==> src/rtl/led_pkg.sv <==
// Shared constants and types for the LED blink path (divider controller and LED counter).
package led_pkg;

  localparam logic [4:0]  DIV_MIN = 5'd1;
  localparam logic [4:0]  DIV_MAX = 5'd20;
  localparam logic [27:0] CNT_1S  = 28'h5F5E100;

  typedef enum logic [1:0] {
    RELEASED,
    PRESS_CHK,
    PRESSED,
    RELEASE_CHK
  } btn_state_t;

  // Width for a counter spanning 0..n-1, never narrower than one bit.
  function automatic int cnt_w(input int n);
    return (n > 1) ? $clog2(n) : 1;
  endfunction

endpackage

==> src/rtl/btn_debounce.sv <==
// Synchronizes and debounces one raw button, pulsing press_evt once per accepted press.
// Auto-repeat while held is compiled in with LED_DIV_AUTOREPEAT_EN.
module btn_debounce
  import led_pkg::*;
#(
  parameter int DEBOUNCE_CYC = 2_000_000,
  parameter int REPEAT_CYC   = 50_000_000
) (
  input  logic clk100,
  input  logic rst,
  input  logic btn,
  output logic press_evt
);

  localparam int CW = cnt_w(DEBOUNCE_CYC);

  if (DEBOUNCE_CYC < 1 || REPEAT_CYC < 1) begin : g_bad_param
    $error("btn_debounce: DEBOUNCE_CYC and REPEAT_CYC must be at least 1");
  end

  logic [1:0]    sync;
  logic          level;
  btn_state_t    state;
  btn_state_t    state_nxt;
  logic [CW-1:0] cnt;
  logic          cnt_done;
  logic          rpt_evt;

  always_ff @(posedge clk100) begin
    if (rst) sync <= '0;
    else     sync <= {sync[0], btn};
  end

  assign level    = sync[1];
  assign cnt_done = (cnt == CW'(DEBOUNCE_CYC - 1));

  always_ff @(posedge clk100) begin
    if (rst) state <= RELEASED;
    else     state <= state_nxt;
  end

  always_comb begin
    state_nxt = state;
    case (state)
      RELEASED:    if (level) state_nxt = PRESS_CHK;
      PRESS_CHK:   if (!level) state_nxt = RELEASED;
                   else if (cnt_done) state_nxt = PRESSED;
      PRESSED:     if (!level) state_nxt = RELEASE_CHK;
      RELEASE_CHK: if (level) state_nxt = PRESSED;
                   else if (cnt_done) state_nxt = RELEASED;
      default:     state_nxt = RELEASED;
    endcase
  end

  // Every transition clears the count, so it never runs past DEBOUNCE_CYC-1.
  always_ff @(posedge clk100) begin
    if (rst)
      cnt <= '0;
    else if (state_nxt != state)
      cnt <= '0;
    else if (state == PRESS_CHK || state == RELEASE_CHK)
      cnt <= cnt + 1'b1;
  end

`ifdef LED_DIV_AUTOREPEAT_EN
  localparam int RW = cnt_w(REPEAT_CYC);

  logic [RW-1:0] rpt;
  logic          rpt_done;

  assign rpt_done = (rpt == RW'(REPEAT_CYC - 1));
  assign rpt_evt  = (state == PRESSED) && rpt_done;

  // Cleared only on a fresh press; a bounce back from RELEASE_CHK resumes the count.
  always_ff @(posedge clk100) begin
    if (rst)
      rpt <= '0;
    else if (state == PRESS_CHK && state_nxt == PRESSED)
      rpt <= '0;
    else if (state == PRESSED)
      rpt <= rpt_done ? '0 : rpt + 1'b1;
  end
`else
  assign rpt_evt = 1'b0;
`endif

  always_comb begin
    press_evt = (state == PRESS_CHK && level && cnt_done) || rpt_evt;
  end

endmodule

==> src/rtl/led_div_ctrl.sv <==
// Up/down pushbutton stepping of the LED blink divider (1..20) with a write strobe per change.
// Auto-repeat while a button is held is compiled in with LED_DIV_AUTOREPEAT_EN.
module led_div_ctrl
  import led_pkg::*;
#(
  parameter int DEBOUNCE_CYC = 2_000_000,
  parameter int REPEAT_CYC   = 50_000_000,
  parameter int DIV_INIT     = 3
) (
  input  logic       clk100,
  input  logic       rst,
  input  logic       btn_up_i,
  input  logic       btn_dn_i,
  output logic [4:0] div_o,
  output logic       wren_o
);

  if (DIV_INIT < int'(DIV_MIN) || DIV_INIT > int'(DIV_MAX)) begin : g_bad_init
    $error("led_div_ctrl: DIV_INIT out of range");
  end

  logic       up_evt;
  logic       dn_evt;
  logic [4:0] div_nxt;
  logic       step;

  btn_debounce #(
    .DEBOUNCE_CYC(DEBOUNCE_CYC),
    .REPEAT_CYC  (REPEAT_CYC)
  ) u_btn_up (
    .clk100   (clk100),
    .rst      (rst),
    .btn      (btn_up_i),
    .press_evt(up_evt)
  );

  btn_debounce #(
    .DEBOUNCE_CYC(DEBOUNCE_CYC),
    .REPEAT_CYC  (REPEAT_CYC)
  ) u_btn_dn (
    .clk100   (clk100),
    .rst      (rst),
    .btn      (btn_dn_i),
    .press_evt(dn_evt)
  );

  // Range check before the add/subtract keeps 5-bit arithmetic from wrapping.
  always_comb begin
    div_nxt = div_o;
    step    = 1'b0;
    if (up_evt && !dn_evt && div_o < DIV_MAX) begin
      div_nxt = div_o + 5'd1;
      step    = 1'b1;
    end else if (dn_evt && !up_evt && div_o > DIV_MIN) begin
      div_nxt = div_o - 5'd1;
      step    = 1'b1;
    end
  end

  always_ff @(posedge clk100) begin
    if (rst) begin
      div_o  <= 5'(DIV_INIT);
      wren_o <= 1'b0;
    end else begin
      div_o  <= div_nxt;
      wren_o <= step;
    end
  end

endmodule
==> config.mk <==
export PLATFORM = sky130hd
export DESIGN_NAME = led_div_ctrl
export DESIGN_NICKNAME = d
export VERILOG_FILES = /design/src/rtl/led_pkg.sv /design/src/rtl/btn_debounce.sv /design/src/rtl/led_div_ctrl.sv
export SDC_FILE = /design/constraint.sdc
export NUM_CORES = 1
export LEC_CHECK = 0
export BUFFER_PORTS_ARGS = -buffer_cell sky130_fd_sc_hd__buf_2
export CORE_UTILIZATION = 24
export CTS_CLUSTER_SIZE = 8
export DETAILED_ROUTE_END_ITERATION = 7
export GPL_TIMING_DRIVEN = 0
export MAX_ROUTING_LAYER = met4
export PLACE_DENSITY = 0.42
export SLEW_MARGIN = 20
export SYNTH_ARGS = -nofsm -noshare
export SYNTH_HDL_FRONTEND = slang
export SYNTH_SLANG_ARGS = --single-unit
==> constraint.sdc <==
create_clock -name clk100 -period 3.02 [get_ports clk100]
set_input_delay 0.151 -clock clk100 [delete_from_list [all_inputs] [get_ports clk100]]
set_output_delay 0.151 -clock clk100 [all_outputs]
set_load 0.01 [all_outputs]
Word level (Yosys, flattened, before mapping)
Cells that the tools add are included.
{"block": "classes", "n_reduce_logical": 17, "order_cmp": 2, "eq_ne": 10, "addsub": 4, "mux": 18}
{"op": "21-bit by 1-bit adder with 21-bit output (second input constant)", "n": 2}
{"op": "21-bit equality test (second input constant)", "n": 2}
{"op": "2-bit two-way mux", "n": 12}
{"op": "2-bit one-hot mux with 4 select lines", "n": 2}
{"op": "5-bit two-way mux", "n": 2}
{"op": "2-bit equality test (second input constant)", "n": 4}
{"op": "1-bit logical AND", "n": 8}
{"op": "5-bit by 1-bit adder with 5-bit output (second input constant)", "n": 1}
{"op": "5-bit by 1-bit greater-than comparator with 1-bit output (second input constant)", "n": 1}
{"op": "5-bit less-than comparator (second input constant)", "n": 1}
{"op": "5-bit by 1-bit subtractor with 5-bit output (second input constant)", "n": 1}
{"op": "2-bit by 1-bit equality test with 1-bit output (second input constant)", "n": 2}
{"op": "2-bit zero test", "n": 2}
{"op": "2-bit != test", "n": 2}
{"op": "2-bit OR reduction", "n": 2}
{"op": "1-bit zero test", "n": 2}
{"op": "1-bit logical OR", "n": 2}
{"op": "1-bit two-way mux", "n": 2}
{"op": "2-bit nonzero test", "n": 1}
{"block": "totals", "regBits": 56, "input_bits": 4, "elab_cells": 59}

Logic depth before layout (Yosys ltp)
Gate-level depths: netlist of run 1.
{"block": "logic_depth", "ltp_word": 8, "depth_mapped": 8, "depth_no_buf": 7}

By module
From an unflattened synthesis of run 1, not the netlist that was laid out.
{"block": "hier_totals", "cells_unflattened": 333, "hier_area_um2": 2962.8}
{"module": "btn_debounce", "cells_per_inst": 144, "instances": 2, "seq_area_each_um2": 500.5, "area_per_inst_um2": 1288.7}
{"module": "led_div_ctrl", "cells_per_inst": 45, "instances": 1, "seq_area_each_um2": 120.1, "area_per_inst_um2": 385.4}

Worst setup path after synthesis of run 1
OpenSTA, ideal clock, no wires.
{"block": "synth_timing", "kind": "flip-flop to flip-flop", "from": "register u_btn_dn.cnt[8]", "to": "register div_o[2]", "setup_time_ns": 0.121, "slack_ns": 0.801, "required_time_ns": 2.899, "arrival_ns": 2.098, "path_stages_with_launch": 6, "path_cell_list": "dfxtp_1 -> or4b_2 -> nor4_4 -> a2111oi_0 -> a22oi_1 -> mux2_2"}
{"block": "synth_via", "elab_chain_cells": 6}
{"element": "start: declaration", "line": "btn_debounce.sv:25", "rtl": "logic [CW-1:0] cnt;"}
{"element": "start signal: assignment", "line": "btn_debounce.sv:62", "rtl": "cnt <= cnt + 1'b1;"}
{"element": "21-bit equality test *", "line": "btn_debounce.sv:35", "rtl": "assign cnt_done = (cnt == CW'(DEBOUNCE_CYC - 1));"}
{"element": "1-bit logical AND *", "line": "btn_debounce.sv:88", "rtl": "press_evt = (state == PRESS_CHK && level && cnt_done) || rpt_evt;"}
{"element": "1-bit zero test", "line": "led_div_ctrl.sv:51", "rtl": "if (up_evt && !dn_evt && div_o < DIV_MAX) begin"}
{"element": "1-bit logical AND (2 in series)", "line": "led_div_ctrl.sv:51"}
{"element": "5-bit two-way mux or 2-bit nonzero test (tied branches)"}
{"element": "end signal: assignment", "line": "led_div_ctrl.sv:62", "rtl": "div_o <= 5'(DIV_INIT);"}
{"element": "end signal: assignment", "line": "led_div_ctrl.sv:65", "rtl": "div_o <= div_nxt;"}
{"element": "end: declaration", "line": "led_div_ctrl.sv:14", "rtl": "output logic [4:0] div_o,"}
Every way passes the cells marked *; elsewhere a longest branch is shown, timed or not.
A chain may end at the register's enable or synchronous reset.

Worst setup path after layout of run 1
{"block": "layout_timing", "from": "register u_btn_up.cnt[0]", "to": "register div_o[3]"}
{"block": "layout_via", "elab_chain_cells": 6}
{"element": "start: declaration", "line": "btn_debounce.sv:25"}
{"element": "start signal: assignment", "line": "btn_debounce.sv:62"}
{"element": "21-bit equality test *", "line": "btn_debounce.sv:35"}
{"element": "1-bit logical AND *", "line": "btn_debounce.sv:88"}
{"element": "1-bit zero test", "line": "led_div_ctrl.sv:54", "rtl": "end else if (dn_evt && !up_evt && div_o > DIV_MIN) begin"}
{"element": "1-bit logical AND (2 in series)", "line": "led_div_ctrl.sv:54"}
{"element": "2-bit nonzero test (no line)"}
Marks and branches as above.

==> results of run 1 <==
==> cell type report <==
type,instances,area (um2),share of cell area (%)
plain buffers,9,35.0,1.18
clock buffers,6,72.6,2.43
clock inverters,1,5.00,0.168
inverters,4,15.0,0.504
multi-input cells,230,1520,50.9
flip-flops and latches,56,1120,37.6
well taps,140,175,5.88
repair buffers,8,40.0,1.34
==> registers in the layout (all words and copies together), names as in the netlist <==
signal,count
u_btn_up.sync,2
div_o,5
u_btn_up.cnt,21
u_btn_up.state,2
u_btn_dn.sync,2
wren_o,1
u_btn_dn.state,2
u_btn_dn.cnt,21
==> cells by family (layout without fill, tap and decap cells) <==
kind of cell,count (synthesis),in the layout
adder cells (fa/ha/maj),5,5
XOR/XNOR,42,42
buffers and inverters,13,28
flip-flops,56,56
AND/OR/NAND/NOR,156,156
multiplexers,8,8
AO/OA/AOI/OAI,19,19
==> worst max-delay path: stages, from the launching register on <==
cell and delay [ns]:
dfxtp_1 0.40, ha_1 0.18, and4_1 0.18, clkbuf_1 0.27
nand3_1 0.22, a2111oi_0 0.67, a22oi_1 0.22, mux2_2 0.31
==> metal layers <==
metal,routed length [um],share of wire (%)
met1,2810,53
met2,2280,43
met3,165,3.1
met4,74,1.4
met5,0,0
==> power groups by stage <==
stage | Combinational, mW | Sequential, mW | Clock, mW
2_1_floorplan | 0.0231 | 0.761 | 0
3_3_place_gp | 0.0339 | 0.762 | 0
3_5_place_dp | 0.0342 | 0.762 | 0
4_1_cts | 0.0343 | 0.744 | 0.419
5_1_grt | 0.0374 | 0.745 | 0.442
6_report | 0.0328 | 0.744 | 0.393
==> worst max-delay path by stage <==
stage	end	slack (ns)	start
finish	div_o[3]	0.47	u_btn_up.cnt[0]
global route	div_o[3]	0.25	u_btn_up.cnt[0]
CTS	div_o[3]	0.36	u_btn_up.cnt[0]
detailed placement	div_o[3]	0.37	u_btn_up.cnt[0]
global placement	div_o[3]	0.38	u_btn_up.cnt[0]
floorplan	div_o[2]	0.80	u_btn_dn.cnt[8]
==> cells in the mapped netlist, drive strengths merged, types with 4 or more instances <==
| library cell | n |
|---|---|
| mux2i | 4 |
| xor2 | 21 |
| mux2 | 4 |
| ha | 5 |
| o21ai | 4 |
| nand2 | 18 |
| inv | 4 |
| nor4 | 5 |
| and3 | 9 |
| nor2b | 10 |
| nand4 | 11 |
| clkbuf | 7 |
| xnor2 | 21 |
| nand3 | 14 |
| dfxtp | 56 |
| nor3 | 9 |
| nor2 | 56 |
==> layout by cell type, fill, tap and decap left out, types with 2 or more instances in the layout <==
cell type	synthesis	final
a22oi_1	2	2
nor3_1	9	9
or3_1	3	3
nor2b_1	10	10
clkbuf_8	0	5
nand4_1	11	11
and3_1	8	8
nor4_1	4	4
nand4b_1	3	3
o21ai_0	4	4
nand3_1	14	14
dfxtp_1	56	56
clkbuf_1	7	8
mux2i_1	4	4
mux2_2	4	4
inv_1	4	4
nor3b_1	2	2
xnor2_1	21	21
xor2_1	21	21
and2_1	3	3
nand2_1	18	18
a21oi_1	3	3
buf_2	1	9
nor2_1	56	56
or2_2	2	2
ha_1	5	5
a211oi_1	2	2
and4_1	2	2
==> impl_results.md, run 1 <==
- Inst Count DP: 447
- Total wire length: 5.33 mm
- Share of cells above drive strength 1: approximately a tenth
- WHS: ~0.044 ns
- Number of H-tree levels: 2
- Switching power total: between 200 and 300 uW
- Die area: 0.0116 mm2
- P_leak: about 1 nW
- Die width: 108 um
- Post-synthesis sequential element count: 56
- Yosys top cell area share: 41.7%
- VDD IR max: 0.178 mV
- Met3 Usage GRT: 2.78%
- Vias in the first global route: around 1.9k
- Total negative slack: 0 ns
- Status: finished, final reports clean
- Final hold viol count: 0
- Final instance area: 0.00298 mm2
- Vias per Instance: 4.45
- Largest family of logic cells by synthesized area: simple AND/OR/NAND/NOR gates
- Post-route setup slack: 0.468 ns
- Slew Limit Fails: 0
- P_int: just over 900 uW
- Seq pwr share: a little under two thirds
- CTS buffer count: 5
- Clock latency on the worst-skew pair: between 0.3 and 0.4 ns
- GRT Total Usage: 10.4%
- Largest net degree at the start of global routing: 16
- Layout Utilization: 27.4%
- Mapped Nets: 308
- Slew margin rel.: 44.8%
- Critical path startpoint category: register
- I/O pins: 10
- Worst Hold End: u_btn_up.sync[0]
- GR Util met1: 13.8%
- Placer Congestion: ~0.74
- Die Y: 108 um
- Setup crit end kind: register
- WL/cell: 11.7 um
- Routed Antenna Nets: 0
- Initial cell density of the core: approximately a quarter
- Finish-stage setup viols: 0
- Iter 0 DRT Violations: 80
- DP Wirelength: 3.92 mm
- CTS tree: done
- Reg2Reg Setup Slack: 0.47 ns
- RSZ-0062 raised after global routing: false
- Busiest layer in global routing: met2
- Post-Synth Simple-Gate Area: 31.4%
- Xor and xnor area share after synthesis: around 14%
- Minimum clock period: around 2.6 ns
- Non-Filler Instances: 454
- Mux contribution to synthesized area: ~3.2%
- R2R Path End: div_o[3]
- CP Class: reg -> reg
- Worst hold path class: in -> reg
- 1st-pass router iterations: 4
- # port buffers: 8
- Placement Cell Area: between 0.002 and 0.003 mm2
- Sw Share: approximately 22%
- Final Cycle Share: 84.5%
- Avg Synthesized Cell Area: 8.99 um2
- Synth area leaders: dfxtp_1 (42%), nor2_1 (7.8%), xnor2_1 (6.8%)
- Area leader, netlist: dfxtp_1
- Inserted Diodes: 0
- Post-place setup slack: 0.368 ns
- Post-synthesis async set-or-reset flop share: 0%
- R2R cell count: 7
- Max frequency: 392 MHz
- Cell Area, Synth: about 0.0027 mm2
- Core ar.: 0.0109 mm2
- Max Cap Viol: 0
- Critical Path RT: roughly 3.2 ns
- Setup Fix Bufs, Post-CTS: 0
- Hold-fix buffers at CTS: 0
- Clock share of power: 33.6%
- Adder-Cell Fraction of Synth Area: under 10%
- Worst r2r src: u_btn_up.cnt[0]
- # rows: 38
- GRT Residual Overflow: 0
- Fillers: 1158
- Slew @ Worst Pin: 0.821 ns
- Crit path DAT: 2.76 ns
- Unique masters post-synth: 47
- Clk slew on worst S/H paths: 0.09 ns
- Top FF cell, synth: dfxtp_1
- CTS max path bufs: 2
- Vias: between 2k and 2.5k
- DR DRC count: 0
- Syn-to-layout area delta: 10.9%
- Sequential element share of the synthesized area: 41.7%
- Post-CTS sizing: 0
- Fraction of the mapped netlist area in compound gates: 5.82%
- Yosys warnings: 0
- Met2 GRT Util: 15.2%
- Final #Nets: 323
- CTS Root Cell: clkbuf_8
- Hold path depth: 2
- Clock sinks: 56
- Final total power: between 1 and 1.5 mW
- Syn Inst Count: 299
- EDFF count, synth: 0
- Worst Clk Skew: 0.00732 ns
- Antenna violations before repair: 0
- Hold_sp: btn_up_i
- Crit path max fanout: 6
- Power share of the combinational group: 2.8%
- First-pass GRT wire length: 9.25 mm
- Pwr Density: 393 mW/mm2
(Power assumes the default switching activity.)
==> run 2, diff against run 1 <==
--- a/config.mk
+++ b/config.mk
@@ -5,13 +5,14 @@
 export SDC_FILE = /design/constraint.sdc
 export NUM_CORES = 1
 export LEC_CHECK = 0
+export ABC_AREA = 1
 export BUFFER_PORTS_ARGS = -buffer_cell sky130_fd_sc_hd__buf_2
 export CORE_UTILIZATION = 24
 export CTS_CLUSTER_SIZE = 8
 export DETAILED_ROUTE_END_ITERATION = 7
 export GPL_TIMING_DRIVEN = 0
 export MAX_ROUTING_LAYER = met4
-export PLACE_DENSITY = 0.42
+export PLACE_DENSITY = 0.43
 export SLEW_MARGIN = 20
 export SYNTH_ARGS = -nofsm -noshare
 export SYNTH_HDL_FRONTEND = slang
==> constraint.sdc (replaced) <==
create_clock -name clk100 -period 2.29 [get_ports clk100]
set_input_delay 0.1145 -clock clk100 [delete_from_list [all_inputs] [get_ports clk100]]
set_output_delay 0.1145 -clock clk100 [all_outputs]
set_load 0.01 [all_outputs]
==> impl_results.md, run 2 <==
- Cell Area, Synth: 0.00307 mm2 (was 0.00269 mm2)
- Final Cycle Share: 81.3% (was 84.5%)
- DR DRC count: 0 (unchanged)
- Sequential element share of the synthesized area: 36.6% (was 41.7%)
- Worst Hold End: u_btn_up.sync[0] (unchanged)
- Yosys warnings: 0 (unchanged)
- Finish-stage setup viols: 0 (unchanged)
- Top FF cell, synth: dfxtp_1 (unchanged)
- Post-synthesis sequential element count: 56 (unchanged)
- Minimum clock period: 1.86 ns (was 2.55 ns)
- Die Y: 115 um (was 108 um)
- I/O pins: 10 (unchanged)
- EDFF count, synth: 0 (unchanged)
- Core ar.: 0.0122 mm2 (was 0.0109 mm2)
- Slew Limit Fails: 0 (unchanged)
- Non-Filler Instances: 617 (was 454)
- Post-CTS sizing: 0 (unchanged)
- Die area: 0.0132 mm2 (was 0.0116 mm2)
- Final #Nets: 457 (was 323)
- CTS tree: done (unchanged)
- Commonest non-fill, non-tap cell in the layout: nand2_1
- Vias: 2558 (was 2019)
- Synth area leaders: dfxtp_1 (37%), nand2_1 (11%), nor2_1 (8.2%) (was dfxtp_1 (42%), nor2_1 (7.8%), xnor2_1 (6.8%))
- Pwr Density: 559 mW/mm2 (was 393 mW/mm2)
- Synth cell count leaders: nand2_1 (93), nor2_1 (67), dfxtp_1 (56) (was dfxtp_1 (56), nor2_1 (56), xnor2_1 (21), xor2_1 (21), nand2_1 (18))
- R2R cell count: 10 (was 7)
- Crit path DAT: 2.04 ns (was 2.76 ns)
- Count leader, synth: nand2_1
- Clk slew on worst S/H paths: 0.07 ns (was 0.09 ns)
- Syn Inst Count: 432 (was 299)
- Post-route setup slack: 0.428 ns (was 0.468 ns)
- Post-place setup slack: 0.407 ns (was 0.368 ns)
- Top flop regs: u_btn_dn.cnt x21, u_btn_up.cnt x21, div_o x5 (unchanged)
- Vias in the first global route: 2514 (was 1903)
- Yosys top cell area share: 36.6% (was 41.7%)
- Antenna violations before repair: 0 (unchanged)
- CTS max path bufs: 2 (unchanged)
- Worst Clk Skew: 0.00886 ns (was 0.00732 ns)
- Crit path max fanout: 7 (was 6)
- Clock latency on the worst-skew pair: 0.29 ns (was 0.31 ns)
- Area leader, netlist: dfxtp_1 (unchanged)
- Clock sinks: 56 (unchanged)
- Placer Congestion: 0.780 (was 0.739)
- Slew @ Worst Pin: 0.460 ns (was 0.821 ns)
- CP Class: reg -> reg (unchanged)
- Reg2Reg Setup Slack: 0.43 ns (was 0.47 ns)
- CTS Root Cell: clkbuf_16 (was clkbuf_8)
- Unique masters post-synth: 37 (was 47)
- WHS: 0.0362 ns (was 0.0435 ns)
- Total wire length: 6.17 mm (was 5.33 mm)
- Mapped Nets: 441 (was 308)
- Critical path startpoint category: register (unchanged)
- Routed Antenna Nets: 0 (unchanged)
- WL/cell: 10.0 um (was 11.7 um)
- Vias per Instance: 4.15 (was 4.45)
- First-pass GRT wire length: 11.5 mm (was 9.25 mm)
- Max Cap Viol: 0 (unchanged)
- Inst Count DP: 609 (was 447)
- # rows: 40 (was 38)
- R2R Path End: div_o[1] (was div_o[3])
- Number of H-tree levels: 2 (unchanged)
- Final hold viol count: 0 (unchanged)
- GRT Residual Overflow: 0 (unchanged)
- Post-synthesis async set-or-reset flop share: 0% (unchanged)
- Hold path depth: 3 (was 2)
- CTS buffer count: 5 (unchanged)
- Hold-fix buffers at CTS: 0 (unchanged)
- Slew margin rel.: 69.3% (was 44.8%)
- Syn-to-layout area delta: 14.3% (was 10.9%)
- Avg Synthesized Cell Area: 7.10 um2 (was 8.99 um2)
- Initial cell density of the core: 25.1% (was 24.7%)
- Worst r2r src: u_btn_up.cnt[0] (unchanged)
- Setup crit end kind: register (unchanged)
- Status: finished, final reports clean (unchanged)
- Iter 0 DRT Violations: 94 (was 80)
- DP Wirelength: 4.73 mm (was 3.92 mm)
- VDD IR max: 0.392 mV (was 0.178 mV)
- Largest net degree at the start of global routing: 17 (was 16)
- Worst hold path class: in -> reg (unchanged)
- RSZ-0062 raised after global routing: false (unchanged)
- Layout Utilization: 28.7% (was 27.4%)
- 1st-pass router iterations: 4 (unchanged)
- Hold_sp: btn_up_i (unchanged)
- Die width: 115 um (was 108 um)
- # port buffers: 9 (was 8)
- Most frequent cells in the layout: nand2_1 (93), nor2_1 (67), dfxtp_1 (56) (was nor2_1 (56), dfxtp_1 (56), xnor2_1 (21), xor2_1 (21), nand2_1 (18))
- GRT Total Usage: 11.0% (was 10.4%)
- Critical Path RT: 2.46 ns (was 3.22 ns)
- Max frequency: 537 MHz (was 392 MHz)
- Inserted Diodes: 0 (unchanged)
- P_leak: 1.32 nW (was 0.977 nW)
- Setup Fix Bufs, Post-CTS: 0 (unchanged)
- Share of cells above drive strength 1: 13.6% (was 9.55%)
- Total negative slack: 0 ns (unchanged)
-- run 2: changes by cell type after synthesis, moves of 8 or more --
cell	before	now
nor2b_1	10	0
nand2_1	18	93
xnor2_1	21	4
and3_1	8	0
a21oi_1	3	26
nor2_1	56	67
inv_1	4	51
-- run 2: how the worst max path moves through the flow --
stage,start,endpoint,slack [ns],cells after the start
final,u_btn_up.cnt[0],div_o[1],0.43,10
after global routing,u_btn_dn.cnt[0],div_o[0],0.17,12
after CTS,u_btn_up.cnt[0],u_btn_up.cnt[11],0.39,9
after detailed placement,u_btn_up.cnt[0],u_btn_up.cnt[11],0.41,9
after global placement,u_btn_up.cnt[0],u_btn_up.cnt[10],0.40,9
after floorplan,u_btn_up.cnt[0],div_o[1],0.71,10
-- run 2: critical path, stage by stage, from the launching register on --
cell	delay (ns)
dfxtp_1	0.41
ha_1	0.23
nand3_1	0.14
nor2_1	0.12
nand3_1	0.15
nor2_4	0.18
nand3_2	0.17
nand2_2	0.17
inv_1	0.06
nand2_1	0.05
nand3_1	0.06
-- run 2: layout make-up --
| class | instances | area (um2) |
|---|---|---|
| Multi-Input combinational cell | 313 | 1690 |
| Inverter | 54 | 203 |
| Clock buffer | 7 | 153 |
| Tap cell | 168 | 210 |
| Clock inverter | 1 | 30.0 |
| Sequential cell | 56 | 1120 |
| Fill cell | 1363 | 8710 |
| Timing Repair Buffer | 9 | 45.0 |
| Buffer | 9 | 55.1 |
-- run 2: power breakdown --
part           internal [mW]  leakage, nW  switching [mW]
clock network          0.577       0.0901           0.345
logic                 0.0160        0.783          0.0382
registers              0.978        0.452         0.00327
-- run 2: cells by family after synthesis --
family          after synthesis  share of synthesized area, %
flops                        56                          36.6
compound gates               44                          8.04
xor+xnor                     23                          6.57
fa+ha+maj                     5                          2.04
simple gates                241                          38.4
buf+inv                      63                          8.41
-- run 2: layer usage --
| layer | up-vias | wire (um) | track usage, % |
|---|---|---|---|
| met5 | - | 0 | - |
| met1 | 1138 | 3320 | 14.4 |
| met3 | 2 | 95 | 1.90 |
| met4 | 0 | 30 | 2.08 |
| li1 | 1404 | - | - |
| met2 | 14 | 2720 | 17.8 |
-- run 2: stage by stage --
step / total power [mW] / cell area, um2
2_1_floorplan: 1.04 / 3070
3_3_place_gp: 1.06 / 3320
3_5_place_dp: 1.06 / 3320
4_1_cts: 2.00 / 3500
5_1_grt: 2.04 / 3500
6_report: 1.96 / 3500
==> run 3, diff against run 2 <==
--- a/config.mk
+++ b/config.mk
@@ -12,7 +12,7 @@
 export DETAILED_ROUTE_END_ITERATION = 7
 export GPL_TIMING_DRIVEN = 0
 export MAX_ROUTING_LAYER = met4
-export PLACE_DENSITY = 0.43
+export PLACE_DENSITY = 0.42
 export SLEW_MARGIN = 20
 export SYNTH_ARGS = -nofsm -noshare
 export SYNTH_HDL_FRONTEND = slang
==> constraint.sdc (replaced) <==
create_clock -name clk100 -period 1.85 [get_ports clk100]
set_input_delay 0.0925 -clock clk100 [delete_from_list [all_inputs] [get_ports clk100]]
set_output_delay 0.0925 -clock clk100 [all_outputs]
set_load 0.01 [all_outputs]
==> impl_results.md, run 3 (synthesis gave the netlist of run 2 again) <==
- Final hold viol count: 0 (unchanged)
- # port buffers: 9 (unchanged)
- Setup crit end kind: register (unchanged)
- I/O pins: 10 (unchanged)
- Total wire length: 6.55 mm (was 6.17 mm)
- Final #Nets: 467 (was 457)
- Most frequent cells in the layout: nand2_1 (91), nor2_1 (65), inv_1 (51), dfxtp_1 (51), a21oi_1 (26) (was nand2_1 (93), nor2_1 (67), dfxtp_1 (56))
- Max Used Layer: met4 (unchanged)
- Clk slew on worst S/H paths: 0.07 ns (about the same)
- # rows: 40 (unchanged)
- First-pass GRT wire length: 11.5 mm (about the same)
- DR DRC count: 0 (unchanged)
- Number of H-tree levels: 2 (unchanged)
- CTS max path bufs: 2 (unchanged)
- WL/cell: 10.5 um (was 10.0 um)
- Worst hold path class: in -> reg (unchanged)
- DP Wirelength: 4.79 mm (was 4.73 mm)
- Inserted Diodes: 0 (unchanged)
- Met2 wire len: 2.90 mm (was 2.72 mm)
- Share of cells above drive strength 1: 17.7% (was 13.6%)
- Routed Antenna Nets: 0 (unchanged)
- Worst Clk Skew: 0.00895 ns (was 0.00886 ns)
- Final Cycle Share: 90.8% (was 81.3%)
- Critical path startpoint category: register (unchanged)
- Pwr Density: 629 mW/mm2 (was 559 mW/mm2)
- RSZ-0062 raised after global routing: true (was false)
- Iter 0 DRT Violations: 85 (was 94)
- Vias in the first global route: 2506 (was 2514)
- Commonest non-fill, non-tap cell in the layout: nand2_1 (unchanged)
- Largest net degree at the start of global routing: 16 (was 17)
- Slew @ Worst Pin: 0.480 ns (was 0.460 ns)
- Crit path max fanout: 5 (was 7)
- Initial cell density of the core: 25.1% (unchanged)
- Vias per Instance: 4.20 (was 4.15)
- Antenna violations before repair: 0 (unchanged)
- GRT Total Usage: 11.1% (was 11.0%)
- WL met1: 3.42 mm (was 3.32 mm)
- CTS Root Cell: clkbuf_16 (unchanged)
- CP Class: reg -> reg (unchanged)
- VDD IR max: 0.311 mV (was 0.392 mV)
- P_leak: 1.41 nW (was 1.32 nW)
- CTS tree: done (unchanged)
- Clock latency on the worst-skew pair: 0.29 ns (about the same)
- Vias: 2629 (was 2558)
- Core ar.: 0.0122 mm2 (unchanged)
- GRT Residual Overflow: 0 (unchanged)
- Final instance area: 0.00367 mm2 (was 0.00350 mm2)
- CTS buffer count: 5 (unchanged)
- Die Y: 115 um (unchanged)
- Crit path DAT: 1.85 ns (was 2.04 ns)
- Critical Path RT: 2.02 ns (was 2.46 ns)
- Max frequency: 595 MHz (was 537 MHz)
- Syn-to-layout area delta: 19.6% (was 14.3%)
- Die width: 115 um (unchanged)
- Finish-stage setup viols: 0 (unchanged)
- Die area: 0.0132 mm2 (unchanged)
- Clock sinks: 56 (unchanged)
- Slew margin rel.: 67.8% (was 69.3%)
- Max Cap Viol: 0 (unchanged)
- Slew Limit Fails: 0 (unchanged)
- Status: finished, final reports clean (unchanged)
- 1st-pass router iterations: 4 (unchanged)
- Minimum clock period: 1.68 ns (was 1.86 ns)
- Top flop regs: u_btn_dn.cnt x21, u_btn_up.cnt x21, div_o x5 (unchanged)
- Final total power: 2.31 mW (was 1.96 mW)
- Placement Cell Area: 0.00332 mm2 (unchanged)
- Placer Congestion: 0.780 (about the same)
- Met3 wire len: 156 um (was 95 um)
==> run 3: cell types whose count changed in the layout (fill, tap and decap cells not counted), sizes merged <==
cell / delta
buf: +8
bufinv: -1
dlygate4sd3: +2
==> run 3: worst paths after layout <==
kind | from | end | slack [ns] | cells past startpoint
max | u_btn_up.cnt[18] | div_o[4] | 0.17 | 10
min reg2reg | u_btn_dn.sync[0] | u_btn_dn.sync[1] | 0.40 | 2
max reg2reg | u_btn_up.cnt[18] | div_o[4] | 0.17 | 10
min | rst | div_o[1] | 0.11 | 3
==> run 3: power by group <==
group	leakage, nW	total (mW)	internal (mW)	switching, mW
Sequential	0.455	1.21	1.21	0.00437
Clock	0.0760	1.01	0.570	0.439
Combinational	0.881	0.0829	0.0319	0.0510
Total	1.41	2.31	1.81	0.495
==> run 3: per-layer routing <==
layer / vias to the layer above / track usage, %
met2: 29 / 17.7
met1: 1170 / 14.4
met4: 0 / 3.12
li1: 1421 / -
met5: - / -
met3: 9 / 2.06
==> run 3: area by class of cell <==
| cell class | instances | area (um2) |
|---|---|---|
| Tap cell | 168 | 210 |
| Clock buffer | 7 | 153 |
| Multi-Input combinational cell | 313 | 1780 |
| Fill cell | 1380 | 8540 |
| Sequential cell | 56 | 1130 |
| Timing Repair Buffer | 19 | 138 |
| Inverter | 54 | 203 |
| Buffer | 9 | 55.1 |
==> run 3: worst max-delay path: stages (launching register included) <==
cell	delay (ns)
dfxtp_1	0.40
nand2_1	0.09
nor3_1	0.25
nand3_2	0.14
nor2_4	0.19
buf_4	0.15
nor2_4	0.03
nand2_2	0.10
nand2_4	0.08
nand2_1	0.07
a21oi_1	0.05
==> run 3: through the flow <==
stage | std cells | setup slack, ns | hold slack (ns) | setup TNS, ns | util (%)
after global placement | 609 | -0.0375 | 0.297 | -0.325 | 27.2
final | 626 | 0.169 | 0.112 | 0 | 30.0
after floorplan | 432 | 0.267 | 0.199 | 0 | -
after global routing | 626 | -0.0252 | 0.140 | -0.0814 | 30.0
after detailed placement | 609 | -0.0508 | 0.302 | -0.472 | 27.2
after CTS | 620 | 0.00705 | 0.119 | 0 | 28.9
==> run 3: timing repair <==
action                     4_1_cts  5_1_grt
hold endpoints to repair         2        0
pin swaps                        0        3
resized for setup                2       22
hold buffers                     2        0
setup buffers                    2        6
setup endpoints to repair       13       22
